### src/rtl/matmul_pkg.sv
// Shared types and defaults for the matmul sequencer: FSM state enum,
// array-geometry defaults and counter-width helpers.
package matmul_pkg;

  typedef enum logic [2:0] {
    S_IDLE,
    S_CLEAR,
    S_LOAD_W,
    S_STREAM,
    S_DRAIN,
    S_DONE
  } matmul_seq_state_t;

  localparam int DEF_ROWS           = 4;
  localparam int DEF_COLS           = 4;
  localparam int DEF_HOLD_CYCLES    = 2;
  localparam int DEF_TIMEOUT_CYCLES = 256;

  function automatic int vcnt_w(input int rows, input int hold);
    return $clog2(rows * hold) + 1;
  endfunction

  function automatic int sel_w(input int rows);
    return (rows > 1) ? $clog2(rows) : 1;
  endfunction

  localparam int DEF_VCNT_W = vcnt_w(DEF_ROWS, DEF_HOLD_CYCLES);
  localparam int DEF_SEL_W  = sel_w(DEF_ROWS);

endpackage

### src/rtl/matmul_sequencer_col_valid_counter.sv
// Per-column saturating count of output-valid cycles; complete once the
// column has delivered every held output word.
module col_valid_counter #(
  parameter int TARGET = 8,
  parameter int CNTW   = 4
) (
  input  logic i_clk,
  input  logic i_rst,
  input  logic i_clear,
  input  logic i_inc,
  output logic o_complete
);

  logic [CNTW-1:0] r_cnt;

  assign o_complete = (r_cnt == CNTW'(TARGET));

  // Clear reloads with this cycle's valid so the clear cycle itself counts.
  always_ff @(posedge i_clk) begin
    if (i_rst)                    r_cnt <= '0;
    else if (i_clear)             r_cnt <= CNTW'(i_inc);
    else if (i_inc && !o_complete) r_cnt <= r_cnt + CNTW'(1);
  end

endmodule

### src/rtl/matmul_sequencer.sv
// Control FSM for one weight-stationary matmul: clear, load weights, stream
// inputs, drain outputs, pulse done. Drain watchdog under MATMUL_SEQ_TIMEOUT_EN.
module matmul_sequencer
  import matmul_pkg::*;
#(
  parameter int ROWS           = DEF_ROWS,
  parameter int COLS           = DEF_COLS,
  parameter int HOLD_CYCLES    = DEF_HOLD_CYCLES,
  parameter int TIMEOUT_CYCLES = DEF_TIMEOUT_CYCLES
) (
  input  logic                   i_clk,
  input  logic                   i_rst,
  input  logic                   i_start,
  input  logic [COLS-1:0]        i_matmul_output_valid,
  output logic                   o_busy,
  output logic                   o_done,
  output logic                   o_array_clear,
  output logic                   o_weight_load_en,
  output logic [sel_w(ROWS)-1:0] o_weight_row_sel,
  output logic                   o_input_feed_en,
  output logic [sel_w(ROWS)-1:0] o_input_row_sel,
  output logic                   o_timeout_err
);

  localparam int SELW   = sel_w(ROWS);
  localparam int TARGET = ROWS * HOLD_CYCLES;
  localparam int CNTW   = vcnt_w(ROWS, HOLD_CYCLES);
  localparam logic [SELW-1:0] LAST_ROW = SELW'(ROWS - 1);

  matmul_seq_state_t r_state, w_next;
  logic [SELW-1:0]   r_wsel, r_isel;
  logic [COLS-1:0]   w_col_complete;
  logic              w_all_done;
  logic              w_timeout;

  assign w_all_done = &w_col_complete;

  for (genvar c = 0; c < COLS; c++) begin : g_col
    col_valid_counter #(.TARGET(TARGET), .CNTW(CNTW)) u_cnt (
      .i_clk      (i_clk),
      .i_rst      (i_rst),
      .i_clear    (r_state == S_CLEAR),
      .i_inc      (i_matmul_output_valid[c] && (r_state != S_IDLE)),
      .o_complete (w_col_complete[c])
    );
  end

`ifdef MATMUL_SEQ_TIMEOUT_EN
  localparam int TW = $clog2(TIMEOUT_CYCLES) + 1;
  logic [TW-1:0] r_drain_cnt;
  logic          r_timeout_err;

  assign w_timeout     = (r_state == S_DRAIN) && (r_drain_cnt == TW'(TIMEOUT_CYCLES - 1));
  assign o_timeout_err = r_timeout_err;

  always_ff @(posedge i_clk) begin
    if (i_rst || r_state != S_DRAIN) r_drain_cnt <= '0;
    else                             r_drain_cnt <= r_drain_cnt + TW'(1);
  end

  // Normal completion on the expiry cycle wins over the error flag.
  always_ff @(posedge i_clk) begin
    if (i_rst || r_state == S_CLEAR)    r_timeout_err <= 1'b0;
    else if (w_timeout && !w_all_done)  r_timeout_err <= 1'b1;
  end
`else
  assign w_timeout     = 1'b0;
  assign o_timeout_err = 1'b0;
`endif

  always_ff @(posedge i_clk) begin
    if (i_rst) r_state <= S_IDLE;
    else       r_state <= w_next;
  end

  always_comb begin
    w_next = r_state;
    case (r_state)
      S_IDLE:   if (i_start) w_next = S_CLEAR;
      S_CLEAR:  w_next = S_LOAD_W;
      S_LOAD_W: if (r_wsel == LAST_ROW) w_next = S_STREAM;
      S_STREAM: if (r_isel == LAST_ROW) w_next = w_all_done ? S_DONE : S_DRAIN;
      S_DRAIN:  if (w_all_done || w_timeout) w_next = S_DONE;
      S_DONE:   w_next = S_IDLE;
      default:  w_next = S_IDLE;
    endcase
  end

  always_ff @(posedge i_clk) begin
    if (i_rst) begin
      r_wsel <= '0;
      r_isel <= '0;
    end else begin
      if (r_state == S_LOAD_W) r_wsel <= (r_wsel == LAST_ROW) ? '0 : r_wsel + SELW'(1);
      if (r_state == S_STREAM) r_isel <= (r_isel == LAST_ROW) ? '0 : r_isel + SELW'(1);
    end
  end

  assign o_busy           = (r_state != S_IDLE);
  assign o_done           = (r_state == S_DONE);
  assign o_array_clear    = (r_state == S_CLEAR);
  assign o_weight_load_en = (r_state == S_LOAD_W);
  assign o_input_feed_en  = (r_state == S_STREAM);
  assign o_weight_row_sel = r_wsel;
  assign o_input_row_sel  = r_isel;

endmodule

### config.mk
export PLATFORM = sky130hd
export DESIGN_NAME = matmul_sequencer
export DESIGN_NICKNAME = d
export VERILOG_FILES = /design/src/rtl/matmul_pkg.sv /design/src/rtl/matmul_sequencer_col_valid_counter.sv /design/src/rtl/matmul_sequencer.sv
export SDC_FILE = /design/constraint.sdc
export NUM_CORES = 1
export LEC_CHECK = 0
export ABC_AREA = 1
export BUFFER_PORTS_ARGS = -buffer_cell sky130_fd_sc_hd__buf_2
export CAP_MARGIN = 20
export CORE_MARGIN = 1
export CORE_UTILIZATION = 56
export DETAILED_ROUTE_END_ITERATION = 7
export PLACE_DENSITY = 0.76
export SLEW_MARGIN = 15
export SYNTH_ARGS = -nofsm -noshare
export SYNTH_HDL_FRONTEND = slang
export SYNTH_SLANG_ARGS = --single-unit
### constraint.sdc
create_clock -name i_clk -period 1.7 [get_ports i_clk]
set_clock_uncertainty 0.1 [all_clocks]
set_input_delay 0.085 -clock i_clk [delete_from_list [all_inputs] [get_ports i_clk]]
set_output_delay 0.085 -clock i_clk [all_outputs]
set_load 0.05 [all_outputs]
==> flow_summary_export.csv, run 1 <==
group,metric,value,unit
status,status,"complete, no violations",
critical_path,cp.arrival,1.42,ns
routing,ant_nets,0,
cells_and_area,mostFrequentLayoutCell,"inv_1",
timing,tns,0,ns
cells_and_area,design_area,1468,um2
critical_path,cp_data_required_time,1.51,ns
synthesis,avgSynthCellArea,7.395,um2
pwr,leakagePower,0.6739,nW
cts,clk_path_buf_depth,2,
pwr,intPower,0.001079,W
grt,grt_first_pass_wirelength,4.671,mm
cts,cts_buffers,3,
grt,first_global_vias,1128,
cts,clk_latency,0.30,ns
timing,finalCritPeriodShare,0.9452,
place,place.gp.congestion,0.7624,
synthesis,ys_seq_area_frac,0.3498,
timing,drv_slew,0,
synthesis,synth.area.top_cells,"dfxtp_1, ha_1, inv_1",
cts,post_cts_buffers,0,
routing,drc,0,
cts,clk_pin_slew,0.13,ns
cells_and_area,area_growth,11.50,%
critical_path,crit_type,"register to output port",
pwr,ir_drop,0.9756,mV
timing,hold_viol_final,0,
pwr,power.switching,0.001076,W
floorplan,dieArea,2548,um2
timing,period_minus_slack,1.607,ns
cts,clock-sinks,23,
cells_and_area,nFillCells,199,
pwr,power_density,1468,nW/um2
critical_path,reg2reg_from,"g_col[3].u_cnt.r_cnt[1]",
place,io_buffers,15,
synthesis,yosys_warnings,0,
synthesis,synth_top_area_cell,"dfxtp_1",
job,cap_violations,0,
cells_and_area,utilization,0.6635,
pwr,p_comb_frac,0.514,
critical_path,end_kind,"output port",
floorplan,fp.coreArea,2212,um2
cells_and_area,n_antenna_cell,0,
pwr,pwr-share-clk,0.116,
worst_hold_path,hold_path_class,"primary input to register",
cts,cts_tree,"done",
grt,grt-ovfl-total,0,
synthesis,synth_seq_cells,23,
critical_path,cp_max_fo,9,
grt,track_usage,0.2347,
worst_hold_path,min-delay-start,"i_matmul_output_valid[3]",
cells_and_area,nets,216,
grt,antenna_found_initial,0,
floorplan,fp.dieW,50.48,um
synthesis,synth_cells,178,
routing,wl_per_cell,11.46,um
place,post-dp-hpwl,2.070,mm
routing,drt-initial-drc-count,16,
floorplan,ioPinCount,17,
pwr,seq_power_share,0.370,
routing,dr_total_vias,1176,
pwr,switching_share,0.4994,
cts,htreeDepth,1,
timing,setup_violations,0,
floorplan,rows,17,
pwr,totalPowerFinal,0.002155,W
synthesis,syn_nets,195,
synthesis,syn_area,1316,um2
critical_path,cp-startpoint,"r_state[2]",
timing,max_freq,622.4,MHz
cells_and_area,final_cell_mix,"inv_1, nor2_1, dfxtp_1",
routing,wl,2.589,mm
place,placed_area,1409,um2
synthesis,synth_top_area_share,0.3498,
critical_path,cp-start-kind,"register",
routing,drtPass1Iterations,4,
timing,rsz0062_at_grt,"false",
floorplan,start_util,0.5950,
synthesis,synthDistinctLibCells,25,
floorplan,die_y,50.48,um
cells_and_area,drive_gt1_frac,0.2121,
cts,root_buffer,"clkbuf_4",
grt,grt_max_degree,13,
routing,viasPerCell,5.204,
## power by group through the flow
stage	sequential, W	clock (W)	combinational (W)
final	0.000797	0.000250	0.00111
after global routing	0.000819	0.000281	0.00125
after CTS	0.000795	0.000258	0.00111
after detailed placement	0.000805	0	0.00110
after global placement	0.000800	0	0.00105
after floorplan	0.000846	0	0.000850
## cell usage after synthesis
cell and n:
xnor2_1 1, ha_1 10, nand3_1 11, o211a_1 1, a211oi_1 1, nor2_4 1
dfxtp_1 23, nand2_2 5, inv_1 24, inv_2 4, nor2_1 22, nor2_2 4
o21ai_0 15, buf_4 1, nand2_4 2, a31oi_1 1, nand3_2 3, xor2_1 1
a21oi_1 11, nor3_1 11, conb_1 1, nand3b_1 2, nand3_4 1, nand2_1 20
buf_6 2
## cell type report
type / instances / area [um2] / area share
clock buffer: 4 / 26.28 / 0.01790
inverter: 28 / 105.1 / 0.07161
multi-input combinational: 124 / 725.7 / 0.4945
sequential: 23 / 462.9 / 0.3154
tap: 28 / 35.03 / 0.02387
timing repair buffer: 19 / 112.6 / 0.07673
## flip-flops by register name (all words and copies together) (netlist names)
signal	count
g_col.u_cnt.r_cnt	16
r_state	3
o_input_row_sel	2
o_weight_row_sel	2
## critical path, stage by stage (launching register included)
cell     delay, ns
dfxtp_1       0.35
inv_2         0.13
nand3_2       0.19
inv_1         0.17
buf_2         0.28
## final timing paths
check                       endpoint  slack (ns)  cells after the start
max reg2reg               r_state[0]        0.20                      9
min          g_col[3].u_cnt.r_cnt[3]        0.05                      5
min reg2reg  g_col[0].u_cnt.r_cnt[3]        0.39                      2
max                    o_array_clear        0.09                      4
## routing by layer
layer / up-vias / part of all wire / track usage
li1: 611 / - / -
met3: 2 / 0.029 / 0.02727
met5: - / 0 / 0
met4: 0 / 0.0035 / 0.05093
met2: 18 / 0.50 / 0.4289
met1: 545 / 0.47 / 0.2921
## kinds of logic after synthesis
family                   Yosys count  share of synthesized area
XOR/XNOR                           2                    0.01331
adder cells (fa/ha/maj)           10                    0.09506
flip-flops                        23                     0.3498
other                              1                   0.002849
AO/OA/AOI/OAI                     29                     0.1169
buffers and inverters             31                     0.1027
AND/OR/NAND/NOR                   82                     0.3194
## per-stage QoR
| step | hold slack, ns | setup slack, ns | std cells |
|---|---|---|---|
| 3_3_place_gp | 0.2155 | 0.2698 | 219 |
| 4_1_cts | 0.05183 | 0.04399 | 226 |
| 5_1_grt | 0.06032 | 0.03495 | 226 |
| 2_1_floorplan | 0.06347 | 0.1409 | 178 |
| 3_5_place_dp | 0.2367 | 0.2308 | 219 |
| 6_report | 0.05100 | 0.09322 | 226 |
## repair_timing
item,CTS,global route
gates resized for setup,1,1
endpoints found under the setup margin,1,2
hold buffers,3,0
hold endpoints to repair,5,0
Note: power is estimated with default switching activity, not from simulation.
==> run 2: changes to the inputs <==
CORE_UTILIZATION = 55   (was 56)
PLACE_DENSITY = 0.74   (was 0.76)
==> run 2 against run 1 <==
Against the previous run: global-route usage fell by 1.3 points; flip-flop and latch count stayed put; total power barely moved; clock-buffer cell count stayed put; utilization fell by 0.86 points; sequential power up 1%; final cell count fell by 0.44%; critical path type unchanged; largest cell class unchanged; highest routed layer unchanged.
==> flow_summary_export.csv, run 2 (synthesis results as in run 1) <==
group,metric,value,unit
status,status,"complete, no violations",
timing,max_freq,635.1,MHz
floorplan,ioPinCount,17,
floorplan,fp.dieW,50.92,um
timing,hold_viol_final,0,
floorplan,rows,17,
routing,wl,2.530,mm
pwr,power_density,1473,nW/um2
cells_and_area,n_antenna_cell,0,
critical_path,rr_endpoint,"r_state[0]",
cts,clk_path_buf_depth,2,
routing,drc,0,
critical_path,reg2reg_from,"g_col[3].u_cnt.r_cnt[0]",
cts,root_buffer,"clkbuf_4",
timing,setup_violations,0,
pwr,totalPowerFinal,0.002155,W
cts,post_cts_buffers,0,
grt,track_usage,0.2219,
timing,finalCritPeriodShare,0.9262,
worst_hold_path,min-delay-start,"i_matmul_output_valid[3]",
cells_and_area,final_cell_mix,"inv_1, nor2_1, dfxtp_1",
critical_path,cp-start-kind,"register",
grt,grt_first_pass_wirelength,4.422,mm
worst_hold_path,hold_path_class,"primary input to register",
cts,clock-sinks,23,
critical_path,cp_data_required_time,1.51,ns
place,io_buffers,15,
worst_hold_path,hold_path_end,"g_col[3].u_cnt.r_cnt[1]",
critical_path,cp.arrival,1.39,ns
pwr,ir_drop,1.237,mV
place,place.gp.congestion,0.8618,
cells_and_area,largest_register_ffs,16,
cts,clk_pin_slew,0.12,ns
grt,grt_max_degree,13,
timing,period_minus_slack,1.574,ns
critical_path,end_kind,"output port",
critical_path,rr_worst_depth,10,
pwr,switching_share,0.4987,
cts,clk_latency,0.30,ns
timing,rsz0062_at_grt,"false",
cts,htreeDepth,1,
cells_and_area,regMostFlops,"g_col.u_cnt.r_cnt",
critical_path,cp_max_fo,6,
timing,drv_slew,0,
timing,fin_hold_ws,0.04912,ns
job,cap_violations,0,
pwr,intPower,0.001080,W
routing,dr_total_vias,1152,
pwr,pwr-share-clk,0.114,
routing,drt-initial-drc-count,15,
place,post-dp-hpwl,1.936,mm
critical_path,crit_type,"register to output port",
grt,first_global_vias,1077,
routing,viasPerCell,5.120,
floorplan,die_y,50.92,um
critical_path,r2r_slack,0.19,ns
cells_and_area,area_growth,11.12,%
pwr,power.switching,0.001075,W
cells_and_area,largestRegisters,"g_col.u_cnt.r_cnt x16, r_state x3",
cells_and_area,mostFrequentLayoutCell,"inv_1",
grt,grt-ovfl-total,0,
cells_and_area,nets,215,
pwr,p_comb_frac,0.512,
cts,cts_buffers,3,
worst_hold_path,min_path_cells,5,
pwr,seq_power_share,0.374,
routing,wl_per_cell,11.24,um
routing,drtPass1Iterations,4,
floorplan,fp.coreArea,2233,um2
floorplan,dieArea,2593,um2
timing,tns,0,ns
cells_and_area,utilization,0.6549,
pwr,leakagePower,0.6690,nW
floorplan,start_util,0.5894,
routing,ant_nets,0,
cts,cts_tree,"done",
cells_and_area,drive_gt1_frac,0.2081,
grt,antenna_found_initial,0,
==> run 2: cell count changes in the layout (fill, tap and decap cells not counted), sizes merged <==
cell    before  now
buf         16   14
clkbuf       4    5
==> run 2: what timing repair did <==
action,CTS,global route
endpoints found under the hold margin,5,0
hold buffers,3,0
gates resized for setup,0,3
endpoints found under the setup margin,0,2
==> run 2: worst max path at each step <==
stage / startpoint / end / slack (ns) / cells after the start
after floorplan: o_weight_row_sel[1] / r_state[0] / 0.14 / 7
after global placement: g_col[3].u_cnt.r_cnt[0] / r_state[0] / 0.25 / 9
after detailed placement: g_col[3].u_cnt.r_cnt[0] / r_state[0] / 0.22 / 9
after CTS: r_state[0] / o_array_clear / 0.02 / 3
after global routing: g_col[3].u_cnt.r_cnt[1] / r_state[0] / 0.04 / 9
final: r_state[2] / o_input_feed_en / 0.13 / 4
==> run 2: layout make-up <==
type	instances	area [um2]
sequential	23	462.9
clock buffer	4	26.28
timing repair buffer	18	107.6
inverter	28	105.1
fill	207	770.7
multi-input combinational	124	725.7
tap	28	35.03
==> run 2: worst max-delay path, stage by stage (launching register included) <==
cell	delay, ns
dfxtp_1	0.35
inv_2	0.14
nand3_1	0.14
inv_1	0.17
buf_2	0.29
==> run 2: through the flow <==
| stage | cell area, um2 | cells | setup slack [ns] |
|---|---|---|---|
| floorplan | 1321 | 178 | 0.1409 |
| global route | 1463 | 225 | 0.04381 |
| CTS | 1458 | 225 | 0.02246 |
| global placement | 1401 | 218 | 0.2545 |
| detailed placement | 1401 | 218 | 0.2199 |
| finish | 1463 | 225 | 0.1255 |
==> run 2: metal layers <==
metal,GRT usage,vias up,part of all wire
li1,-,614,-
met1,0.2865,515,0.50
met2,0.3728,19,0.46
met3,0.02679,4,0.026
met4,0.08796,0,0.015
met5,0,-,0
==> run 2: power groups by stage <==
stage          registers [W]  logic [W]  clock network (W)
6_report            0.000806    0.00110           0.000246
5_1_grt             0.000825    0.00124           0.000272
4_1_cts             0.000799    0.00109           0.000250
3_5_place_dp        0.000813    0.00108                  0
3_3_place_gp        0.000801    0.00105                  0
2_1_floorplan       0.000846   0.000850                  0
